==> src/rtl/tinker_pkg.sv <==
// Shared types and constants for the tinker fetch front end.
package tinker_pkg;

    typedef logic [63:0] addr_t;
    typedef logic [31:0] instr_t;

    localparam addr_t TINKER_RESET_PC = 64'h2000;

    // Bound on responses still owed by memory for requests killed by redirects
    localparam int unsigned FQ_STALE_W = 8;

    typedef enum logic [0:0] {
        FQ_FETCH = 1'b0,
        FQ_HOLD  = 1'b1
    } fq_state_t;

    typedef struct packed {
        addr_t  pc;
        instr_t instr;
    } fq_entry_t;

endpackage

==> src/rtl/tinker_fetch_queue_if.sv <==
// Memory request/response and decoder-facing handshake bundle of the fetch queue.
interface tinker_fetch_queue_if;
    import tinker_pkg::*;

    logic   mem_req_valid;
    addr_t  mem_req_addr;
    logic   mem_req_ready;
    logic   mem_rsp_valid;
    instr_t mem_rsp_data;
    logic   out_valid;
    instr_t out_instr;
    addr_t  out_pc;
    logic   out_ready;

    modport master (
        output mem_req_valid,
        output mem_req_addr,
        input  mem_req_ready,
        input  mem_rsp_valid,
        input  mem_rsp_data,
        output out_valid,
        output out_instr,
        output out_pc,
        input  out_ready
    );

    modport slave (
        input  mem_req_valid,
        input  mem_req_addr,
        output mem_req_ready,
        output mem_rsp_valid,
        output mem_rsp_data,
        input  out_valid,
        input  out_instr,
        input  out_pc,
        output out_ready
    );

endinterface

==> src/rtl/tinker_fq_ring.sv <==
// Circular buffer of {pc, instr} entries; pointers wrap naturally at a power-of-two DEPTH.
module tinker_fq_ring
    import tinker_pkg::*;
#(
    parameter int unsigned DEPTH = 4,
    localparam int unsigned PTR_W = $clog2(DEPTH),
    localparam int unsigned CNT_W = $clog2(DEPTH + 1)
) (
    input  logic             clk,
    input  logic             reset,
    input  logic             clear,
    input  logic             push,
    input  fq_entry_t        push_entry,
    input  logic             pop,
    output fq_entry_t        head_entry,
    output logic [CNT_W-1:0] count
);

    fq_entry_t        mem [DEPTH];
    logic [PTR_W-1:0] head;
    logic [PTR_W-1:0] tail;

    // Pointer and occupancy update; clear wins over a same-cycle push/pop
    always_ff @(posedge clk or posedge reset) begin
        if (reset) begin
            head  <= '0;
            tail  <= '0;
            count <= '0;
        end else if (clear) begin
            head  <= '0;
            tail  <= '0;
            count <= '0;
        end else begin
            if (push) begin
                tail <= tail + PTR_W'(1);
            end
            if (pop) begin
                head <= head + PTR_W'(1);
            end
            count <= count + CNT_W'(push) - CNT_W'(pop);
        end
    end

    always_ff @(posedge clk) begin
        if (push && !clear) begin
            mem[tail] <= push_entry;
        end
    end

    assign head_entry = mem[head];

endmodule

==> src/rtl/tinker_fetch_queue.sv <==
// Instruction fetch queue: credit-limited in-order requests, redirect with stale-response drop, halt hold.
// Define TINKER_FQ_BYPASS_EN to forward a live response straight to the decoder when the queue is empty.
module tinker_fetch_queue
    import tinker_pkg::*;
#(
    parameter int unsigned DEPTH    = 4,
    parameter addr_t       RESET_PC = TINKER_RESET_PC
) (
    input  logic                 clk,
    input  logic                 reset,
    input  logic                 flush,
    input  addr_t                flush_pc,
    input  logic                 halt,
    tinker_fetch_queue_if.master bus
);

    localparam int unsigned CNT_W = $clog2(DEPTH + 1);
    localparam int unsigned SUM_W = CNT_W + 1;

    fq_state_t        state;
    fq_state_t        state_next;
    addr_t            fetch_pc;
    logic [CNT_W-1:0] outstanding;
    logic [FQ_STALE_W-1:0] stale;
    logic [CNT_W-1:0] count;
    fq_entry_t        head_entry;
    fq_entry_t        push_entry;

    logic   credit_ok_c;
    logic   req_valid_c;
    logic   req_fire_c;
    logic   rsp_live_c;
    logic   rsp_stale_c;
    logic   bypass_hit_c;
    logic   push_c;
    logic   pop_c;
    addr_t  rsp_pc_c;
    logic   out_valid_c;
    addr_t  out_pc_c;
    instr_t out_instr_c;

    assign credit_ok_c = (SUM_W'(count) + SUM_W'(outstanding)) < SUM_W'(DEPTH);

    always_ff @(posedge clk or posedge reset) begin
        if (reset) begin
            state <= FQ_FETCH;
        end else begin
            state <= state_next;
        end
    end

    // Next state and request strobe; flush overrides halt and blocks issue this cycle
    always_comb begin
        state_next  = state;
        req_valid_c = 1'b0;
        case (state)
            FQ_FETCH: begin
                if (flush) begin
                    state_next = FQ_FETCH;
                end else if (halt) begin
                    state_next = FQ_HOLD;
                end else begin
                    req_valid_c = credit_ok_c;
                end
            end
            FQ_HOLD: begin
                if (flush) begin
                    state_next = FQ_FETCH;
                end
            end
            default: state_next = FQ_FETCH;
        endcase
    end

    assign bus.mem_req_valid = req_valid_c & ~reset;
    assign bus.mem_req_addr  = bus.mem_req_valid ? fetch_pc : '0;
    assign req_fire_c        = bus.mem_req_valid & bus.mem_req_ready;

    // Live requests are consecutive since the last redirect, so the oldest one sits outstanding words back
    assign rsp_pc_c    = fetch_pc - (addr_t'(outstanding) << 2);
    assign rsp_stale_c = bus.mem_rsp_valid & (stale != '0);
    assign rsp_live_c  = bus.mem_rsp_valid & (stale == '0) & ~flush;

`ifdef TINKER_FQ_BYPASS_EN
    assign bypass_hit_c = rsp_live_c & (count == '0) & ~reset;
`else
    assign bypass_hit_c = 1'b0;
`endif

    assign push_c     = rsp_live_c & ~(bypass_hit_c & bus.out_ready);
    assign pop_c      = (count != '0) & bus.out_ready & ~flush;
    assign push_entry = '{pc: rsp_pc_c, instr: bus.mem_rsp_data};

    // Decoder-facing view: queue head first, else a forwarded response; zero when idle
    always_comb begin
        out_valid_c = 1'b0;
        out_pc_c    = '0;
        out_instr_c = '0;
        if (!flush) begin
            if (count != '0) begin
                out_valid_c = 1'b1;
                out_pc_c    = head_entry.pc;
                out_instr_c = head_entry.instr;
            end else if (bypass_hit_c) begin
                out_valid_c = 1'b1;
                out_pc_c    = rsp_pc_c;
                out_instr_c = bus.mem_rsp_data;
            end
        end
    end

    assign bus.out_valid = out_valid_c;
    assign bus.out_pc    = out_pc_c;
    assign bus.out_instr = out_instr_c;

    // On redirect every in-flight request becomes stale, minus any response consumed this cycle
    always_ff @(posedge clk or posedge reset) begin
        if (reset) begin
            fetch_pc    <= RESET_PC;
            outstanding <= '0;
            stale       <= '0;
        end else if (flush) begin
            fetch_pc    <= flush_pc;
            outstanding <= '0;
            stale       <= stale + FQ_STALE_W'(outstanding) - FQ_STALE_W'(bus.mem_rsp_valid);
        end else begin
            if (req_fire_c) begin
                fetch_pc <= fetch_pc + 64'd4;
            end
            outstanding <= outstanding + CNT_W'(req_fire_c) - CNT_W'(rsp_live_c);
            if (rsp_stale_c) begin
                stale <= stale - FQ_STALE_W'(1);
            end
        end
    end

    tinker_fq_ring #(
        .DEPTH (DEPTH)
    ) u_ring (
        .clk        (clk),
        .reset      (reset),
        .clear      (flush),
        .push       (push_c),
        .push_entry (push_entry),
        .pop        (pop_c),
        .head_entry (head_entry),
        .count      (count)
    );

endmodule

==> src/flat_wrapper.sv <==
// flat-port wrapper written by rule: the top's interface ports become plain ports
module tinker_fetch_queue_flat import tinker_pkg::*;
#(
    parameter int unsigned DEPTH    = 4,
    parameter addr_t       RESET_PC = TINKER_RESET_PC
)
  (clk, reset, flush, flush_pc, halt, bus_mem_req_valid, bus_mem_req_addr, bus_mem_req_ready, bus_mem_rsp_valid, bus_mem_rsp_data, bus_out_valid, bus_out_instr, bus_out_pc, bus_out_ready);
  tinker_fetch_queue_if bus_i ();
  input  logic clk;
  input  logic reset;
  input  logic flush;
  input  addr_t flush_pc;
  input  logic halt;
  output wire logic [$bits(bus_i.mem_req_valid)-1:0] bus_mem_req_valid;
  output wire logic [$bits(bus_i.mem_req_addr)-1:0] bus_mem_req_addr;
  input wire logic [$bits(bus_i.mem_req_ready)-1:0] bus_mem_req_ready;
  input wire logic [$bits(bus_i.mem_rsp_valid)-1:0] bus_mem_rsp_valid;
  input wire logic [$bits(bus_i.mem_rsp_data)-1:0] bus_mem_rsp_data;
  output wire logic [$bits(bus_i.out_valid)-1:0] bus_out_valid;
  output wire logic [$bits(bus_i.out_instr)-1:0] bus_out_instr;
  output wire logic [$bits(bus_i.out_pc)-1:0] bus_out_pc;
  input wire logic [$bits(bus_i.out_ready)-1:0] bus_out_ready;
  assign bus_mem_req_valid = bus_i.mem_req_valid;
  assign bus_mem_req_addr = bus_i.mem_req_addr;
  assign bus_i.mem_req_ready = bus_mem_req_ready;
  assign bus_i.mem_rsp_valid = bus_mem_rsp_valid;
  assign bus_i.mem_rsp_data = bus_mem_rsp_data;
  assign bus_out_valid = bus_i.out_valid;
  assign bus_out_instr = bus_i.out_instr;
  assign bus_out_pc = bus_i.out_pc;
  assign bus_i.out_ready = bus_out_ready;
  tinker_fetch_queue #(.DEPTH(DEPTH), .RESET_PC(RESET_PC)) u_core (.clk(clk), .reset(reset), .flush(flush), .flush_pc(flush_pc), .halt(halt), .bus(bus_i));
endmodule
==> config.mk <==
export PLATFORM = sky130hd
export DESIGN_NAME = tinker_fetch_queue_flat
export DESIGN_NICKNAME = d
export VERILOG_FILES = /design/src/rtl/tinker_pkg.sv /design/src/rtl/tinker_fetch_queue_if.sv /design/src/rtl/tinker_fq_ring.sv /design/src/rtl/tinker_fetch_queue.sv /design/src/flat_wrapper.sv
export SDC_FILE = /design/constraint.sdc
export NUM_CORES = 1
export LEC_CHECK = 0
export ABC_AREA = 1
export BUFFER_PORTS_ARGS = -buffer_cell sky130_fd_sc_hd__buf_4
export CORE_MARGIN = 1.5
export CORE_UTILIZATION = 42
export DETAILED_ROUTE_END_ITERATION = 8
export GPL_TIMING_DRIVEN = 0
export PLACE_DENSITY_LB_ADDON = 0.25
export SYNTH_ARGS = -nofsm -noshare
export SYNTH_HDL_FRONTEND = slang
export SYNTH_SLANG_ARGS = --single-unit
==> constraint.sdc <==
create_clock -name clk -period 6.6 [get_ports clk]
set_clock_uncertainty 0.15 [all_clocks]
set_input_delay 0.66 -clock clk [delete_from_list [all_inputs] [get_ports clk]]
set_output_delay 0.66 -clock clk [all_outputs]
set_load 0.03 [all_outputs]
Yosys cells after proc, flatten, opt, wreduce, memory -nomap -nowiden

Memories as Yosys holds them, arrays and structs flattened.
Cells that the tools add are included.

Bits in read-only memories: 0
Bits in writable memories: 384
Memories: 1
Logic and storage cells: 66
Register bits: 83
Bits in latches: 0
Output and inout bits: 162

Reductions and logical operators: 9
$add $sub $neg: 12
Bitwise logic cells: 10
Order comparisons: 1
Eq/ne operators: 0
Divide/modulo/power cells: 0
Shift-type cells: 0
Multiply operators: 0
Muxes and demuxes: 26

Memories:

| memory            | words | bits a word | read ports | clocked after memory_dff | wr ports | RTL line             | source |
|---|---|---|---|---|---|---|---|
| u_core.u_ring.mem | 4     | 96          | 1          | 0                        | 1        | tinker_fq_ring.sv:19 | `fq_entry_t mem [DEPTH];` |

Operators with widths:

| kind                  | count |
|---|---|
| $mux 64               | 5 |
| $add 64x3->64 const B | 1 |
| $mux 32               | 2 |
| $sub 64x5->64         | 1 |
| $mux 8                | 2 |
| $mux 1                | 10 |
| $add 8x3->8           | 1 |
| $logic_not 8->1       | 1 |
| $mux 2                | 4 |
| $reduce_bool 2->1     | 4 |
| $reduce_bool 8->1     | 1 |
| $sub 8x1->8           | 1 |
| $sub 8x1->8 const B   | 1 |
| $and 1x1->1           | 7 |
| $add 3x1->3           | 2 |
| $mux 3                | 2 |
| $sub 3x1->3           | 2 |
| $add 2x1->2 const B   | 2 |
| $add 3x3->4           | 1 |
| $lt 4x3->1 const B    | 1 |
| $not 1->1             | 3 |
| $reduce_bool 3->1     | 1 |
| $pmux 1 s2            | 1 |
| $logic_and 1x1->1     | 1 |
| $logic_not 1->1       | 1 |

Depth between registers and ports, before layout

Depth in word-level cells: 10
Mapped depth: 14
Mapped depth without buffers: 14

Hierarchy

Synthesis repeated with hierarchy kept, for this count alone.

Cells, all modules: 2832
Area total of the unflattened synthesis: 24756.2 um^2

By module, submodules not included:

| module             | cells each | area an instance (um^2) | sequential area each (um^2) | times used |
|---|---|---|---|---|
| tinker_fq_ring     | 1171       | 15547.4                 | 11706.2                     | 1 |
| tinker_fetch_queue | 1661       | 9208.8                  | 1903.1                      | 1 |

Worst setup path after synthesis

Ideal clock, no wire load.

Kind: reg2reg
Start: register u_core.stale[4]
End: memory u_core.u_ring.mem[0][0] (netlist name) (enable)
Stages on the path, launching flop included: 9
Required time: 5.899 ns
Buffers on the path: 0
Setup slack: 0.653 ns
Arrival time: 5.246 ns
Cell sequence: dfrtp_1 > inv_1 > ha_1 > nand3_1 > nor2_1 > nand2_1 > nor2_1 > inv_1 > nor2_1

Cells in the longest elaborated chain, start to end: 6

RTL lines:

| what                         | RTL line                  | source |
|---|---|---|
| start, declared              | tinker_fetch_queue.sv:24  | `logic [FQ_STALE_W-1:0] stale;` |
| start signal, assigned       | tinker_fetch_queue.sv:125 | `stale <= stale + FQ_STALE_W'(outstanding) - FQ_STALE_W'(bus.mem_rsp_valid);` |
| start signal, assigned       | tinker_fetch_queue.sv:132 | `stale <= stale - FQ_STALE_W'(1);` |
| $logic_not 8->1              | tinker_fetch_queue.sv:82  | `assign rsp_live_c = bus.mem_rsp_valid & (stale == '0) & ~flush;` |
| $and 1x1->1 (2 in series)    | tinker_fetch_queue.sv:82  |  |
| $logic_and 1x1->1            | tinker_fq_ring.sv:45      | `if (push && !clear) begin` |
| $mux 1                       | tinker_fq_ring.sv:45      |  |
| $mux 1 (not written as such) | tinker_fq_ring.sv:46      | `mem[tail] <= push_entry;` |
| end, declared                | tinker_fq_ring.sv:19      |  |

Every way passes these cells.

Worst setup path after layout

Start: input port reset
End: output port bus_mem_req_addr[20]

Cells in the longest elaborated chain, start to end: 3

RTL lines:

| what            | RTL line                 | source |
|---|---|---|
| start, declared | flat_wrapper.sv:10       | `input logic reset;` |
| $not 1->1       | tinker_fetch_queue.sv:75 | `assign bus.mem_req_valid = req_valid_c & ~reset;` |
| $and 1x1->1     | tinker_fetch_queue.sv:75 |  |
| $mux 64         | tinker_fetch_queue.sv:76 | `assign bus.mem_req_addr = bus.mem_req_valid ? fetch_pc : '0;` |
| end, declared   | flat_wrapper.sv:15       | `output wire logic [$bits(bus_i.mem_req_addr)-1:0] bus_mem_req_addr;` |

Every way passes these cells.

==> flow_metrics.py <==
metrics = {
    "status": {
        "run_status": "completed",
    },
    "cells_and_area": {
        "drive_above_1_share": 0.154,
        "syn_to_final_growth_pct": 21.8,
        "final_cell_area_mm2": 0.0287,
        "final_nets": 3106,
        "antenna_cells": 0,
    },
    "routing": {
        "first_pass_iters": 6,
        "drc_errors": 0,
        "via_count": 19900,
        "ant_nets": 0,
        "viasPerCell": 5.29,
        "drt_iter0_drc": 1910,
        "finalWirelength_um": 78300,
        "wl_per_cell_um": 20.8,
    },
    "setup_path": {
        "worstPathMaxFanout": 43,
        "critPathCaptureType": "output pin",
        "critPathKind": "in -> out",
        "crit_slowest_cell": "dlygate4sd3_1",
        "startpoint_type": "input port",
        "critPathArrivalTime_ns": 3.24,
        "path_cells": "dlygate4sd3_1 -> buf_4 -> inv_4 -> nand3_1 -> nor2_2 -> inv_2 -> clkbuf_1 -> nor2_1 -> buf_4",
        "worstPathRequired_ns": 5.79,
        "slowest_delay_ns": 0.54,
        "crit_path_frequent_cell": "buf_4",
    },
    "global_routing": {
        "grt_antenna_before_repair": 0,
        "grt_overflow_total": 0,
        "grt_usage": 0.271,
        "grt_start_max_net_pins": 44,
        "grt_pass1_wl_um": 116000,
        "grt_pass1_vias": 19100,
    },
    "sta": {
        "hold_viol_final": 0,
        "finalCritPeriodShare": 0.614,
        "finalSetupViolations": 0,
        "fmax_ghz": 0.247,
        "worst_pin_slew_ns": 0.852,
        "fin_crit_ns": 4.05,
        "slew_headroom": 0.428,
        "rsz0062_at_grt": "no",
        "report.final.slew_viol_count": 0,
    },
    "clocking": {
        "clk_latency_ns": 0.60,
        "clk_pin_slew_ns": 0.06,
        "cts_resized": 0,
        "cts_tree": "built",
        "h-tree-depth": 2,
        "cts-root-buf": "clkbuf_16",
        "clock-sinks": 467,
        "cts_buffers": 51,
        "clock_path_buffers": 3,
    },
    "logic_synthesis": {
        "syn_inst": 2633,
        "syn-cell-area_mm2": 0.0235,
        "synth.avg_cell_area_um2": 8.93,
        "synth_top_area_frac": 0.490,
        "synth_ff_type": "edfxtp_1",
        "synth-seq-cells": 467,
        "synth_warnings": 0,
        "postSynth.asyncResetShare": 0.178,
        "syn_nets": 2771,
        "yosys-top-cells-area": "edfxtp_1, nor2_1, dfrtp_1, nand2_1, o21ai_0",
        "synth_edf_count": 384,
        "post-synth-top-count-cell": "nor2_1",
        "synth_cell_types": 42,
        "synth_largest_area_cell": "edfxtp_1",
        "synthTopCellsByCount": "nor2_1, nand2_1, edfxtp_1",
        "synth-seq-area-share": 0.579,
    },
    "power_and_ir_drop": {
        "leakagePower_uw": 0.0114,
        "peakVddDrop_v": 0.000202,
        "total_power_uw": 8950,
        "power.density_mw_per_mm2": 312,
    },
    "placement": {
        "hpwl_um": 57700,
        "numPortBuffers": 264,
        "globalplace.congestion": 0.963,
        "dpl_cell_area_mm2": 0.0269,
    },
    "floorplanning": {
        "start_util": 0.426,
        "die_area_mm2": 0.0574,
        "ios": 265,
        "dieWidth_um": 240,
        "core-area_mm2": 0.0552,
        "placementRows": 86,
        "die_h_um": 240,
    },
    "worst_hold_path": {
        "min_path_type": "in -> reg",
    },
    "run": {
        "max_cap_viol_count": 0,
    },
}
## flip-flops by register name, summed over array words and instances (netlist names)
signal               flops
u_core.u_ring.count      3
u_core.state             1
u_core.u_ring.mem      384
u_core.u_ring.head       2
u_core.fetch_pc         64
u_core.stale             8
u_core.u_ring.tail       2
u_core.outstanding       3
## placed cells by master (no fill, tap or decap), types with 6 or more instances in the layout
| cell | count |
|---|---|
| xor2_1 | 71 |
| nor2_1 | 718 |
| clkinv_2 | 7 |
| inv_1 | 168 |
| dfrtp_1 | 82 |
| a21oi_1 | 124 |
| nor3_1 | 23 |
| inv_2 | 8 |
| bufinv_16 | 10 |
| nor2_2 | 18 |
| buf_2 | 40 |
| buf_12 | 12 |
| o21ai_0 | 244 |
| buf_1 | 15 |
| nor2_4 | 12 |
| o21ai_1 | 6 |
| clkbuf_1 | 80 |
| nand3_1 | 118 |
| ha_1 | 31 |
| clkbuf_16 | 52 |
| clkinv_1 | 13 |
| nand2_2 | 7 |
| buf_4 | 267 |
| o211ai_1 | 11 |
| edfxtp_1 | 384 |
| nand2_1 | 412 |
| nand4_1 | 16 |
## final timing paths
check / from / end / slack [ns] / cells past startpoint
hold reg to reg: u_core.state / u_core.state / 0.34 / 2
max in group asynchronous: reset / u_core.fetch_pc[56] / 5.08 / 4
min in group asynchronous: reset / u_core.fetch_pc[6] / 0.57 / 3
hold / removal: bus_mem_rsp_data[30] / u_core.u_ring.mem[2][30] / 0.12 / 1
setup reg to reg: u_core.u_ring.count[1] / u_core.u_ring.count[2] / 3.33 / 14
setup / recovery: reset / bus_mem_req_addr[20] / 2.55 / 9
## logic make-up after synthesis
group	after synthesis	synth area share
xor gates and xnor gates	73	0.0272
adders and majority gates	35	0.0199
DFF	467	0.579
AOI/OAI and AO/OA	402	0.0883
buffers and inverters	317	0.0548
and+or+nand+nor	1339	0.231
## timing repair
action / CTS / global route
hold buffers: 1 / 0
setup buffers: 0 / 0
endpoints found under the hold margin: 13 / 0
## final cells by class
type                            count  area, um^2
Fill cell                        5082       26500
Multi-Input combinational cell   1849        8660
Buffer                            137         613
Inverter                          180         678
Tap cell                          748         936
Clock buffer                       59        1340
Sequential cell                   467       13600
Clock inverter                     37         463
Timing Repair Buffer              282        2370
## report_power, final
part	internal (uW)	switching (uW)	leakage [uW]
Sequential	3310	81.9	0.00447
Clock	1850	1210	0.000868
Combinational	723	1770	0.00606
## critical path: cells and delay by family
| kind | cells | cell delay (ns) |
|---|---|---|
| buffers and inverters | 6 | 1.84 |
| AND/OR/NAND/NOR | 3 | 0.70 |
## per-stage QoR
step	TNS, ns	instances	hold slack (ns)	worst slack (ns)	util
2_1_floorplan	0	2633	0.310	0.653	-
3_3_place_gp	-1133.29	3645	0.327	-3.07	0.479
3_5_place_dp	0	3662	0.331	2.90	0.486
4_1_cts	0	3759	0.0826	2.52	0.519
5_1_grt	0	3759	0.0942	2.40	0.519
6_report	0	3759	0.117	2.55	0.519
## layer usage
layer  vias to the layer above  GRT usage  part of all wire
met3                       134     0.0349             0.071
li1                       9411          -                 -
met5                         -          0                 0
met4                         0     0.0957             0.034
met1                      9461      0.372              0.43
met2                       870      0.442              0.47
Note: power is estimated with default switching activity, not from simulation.
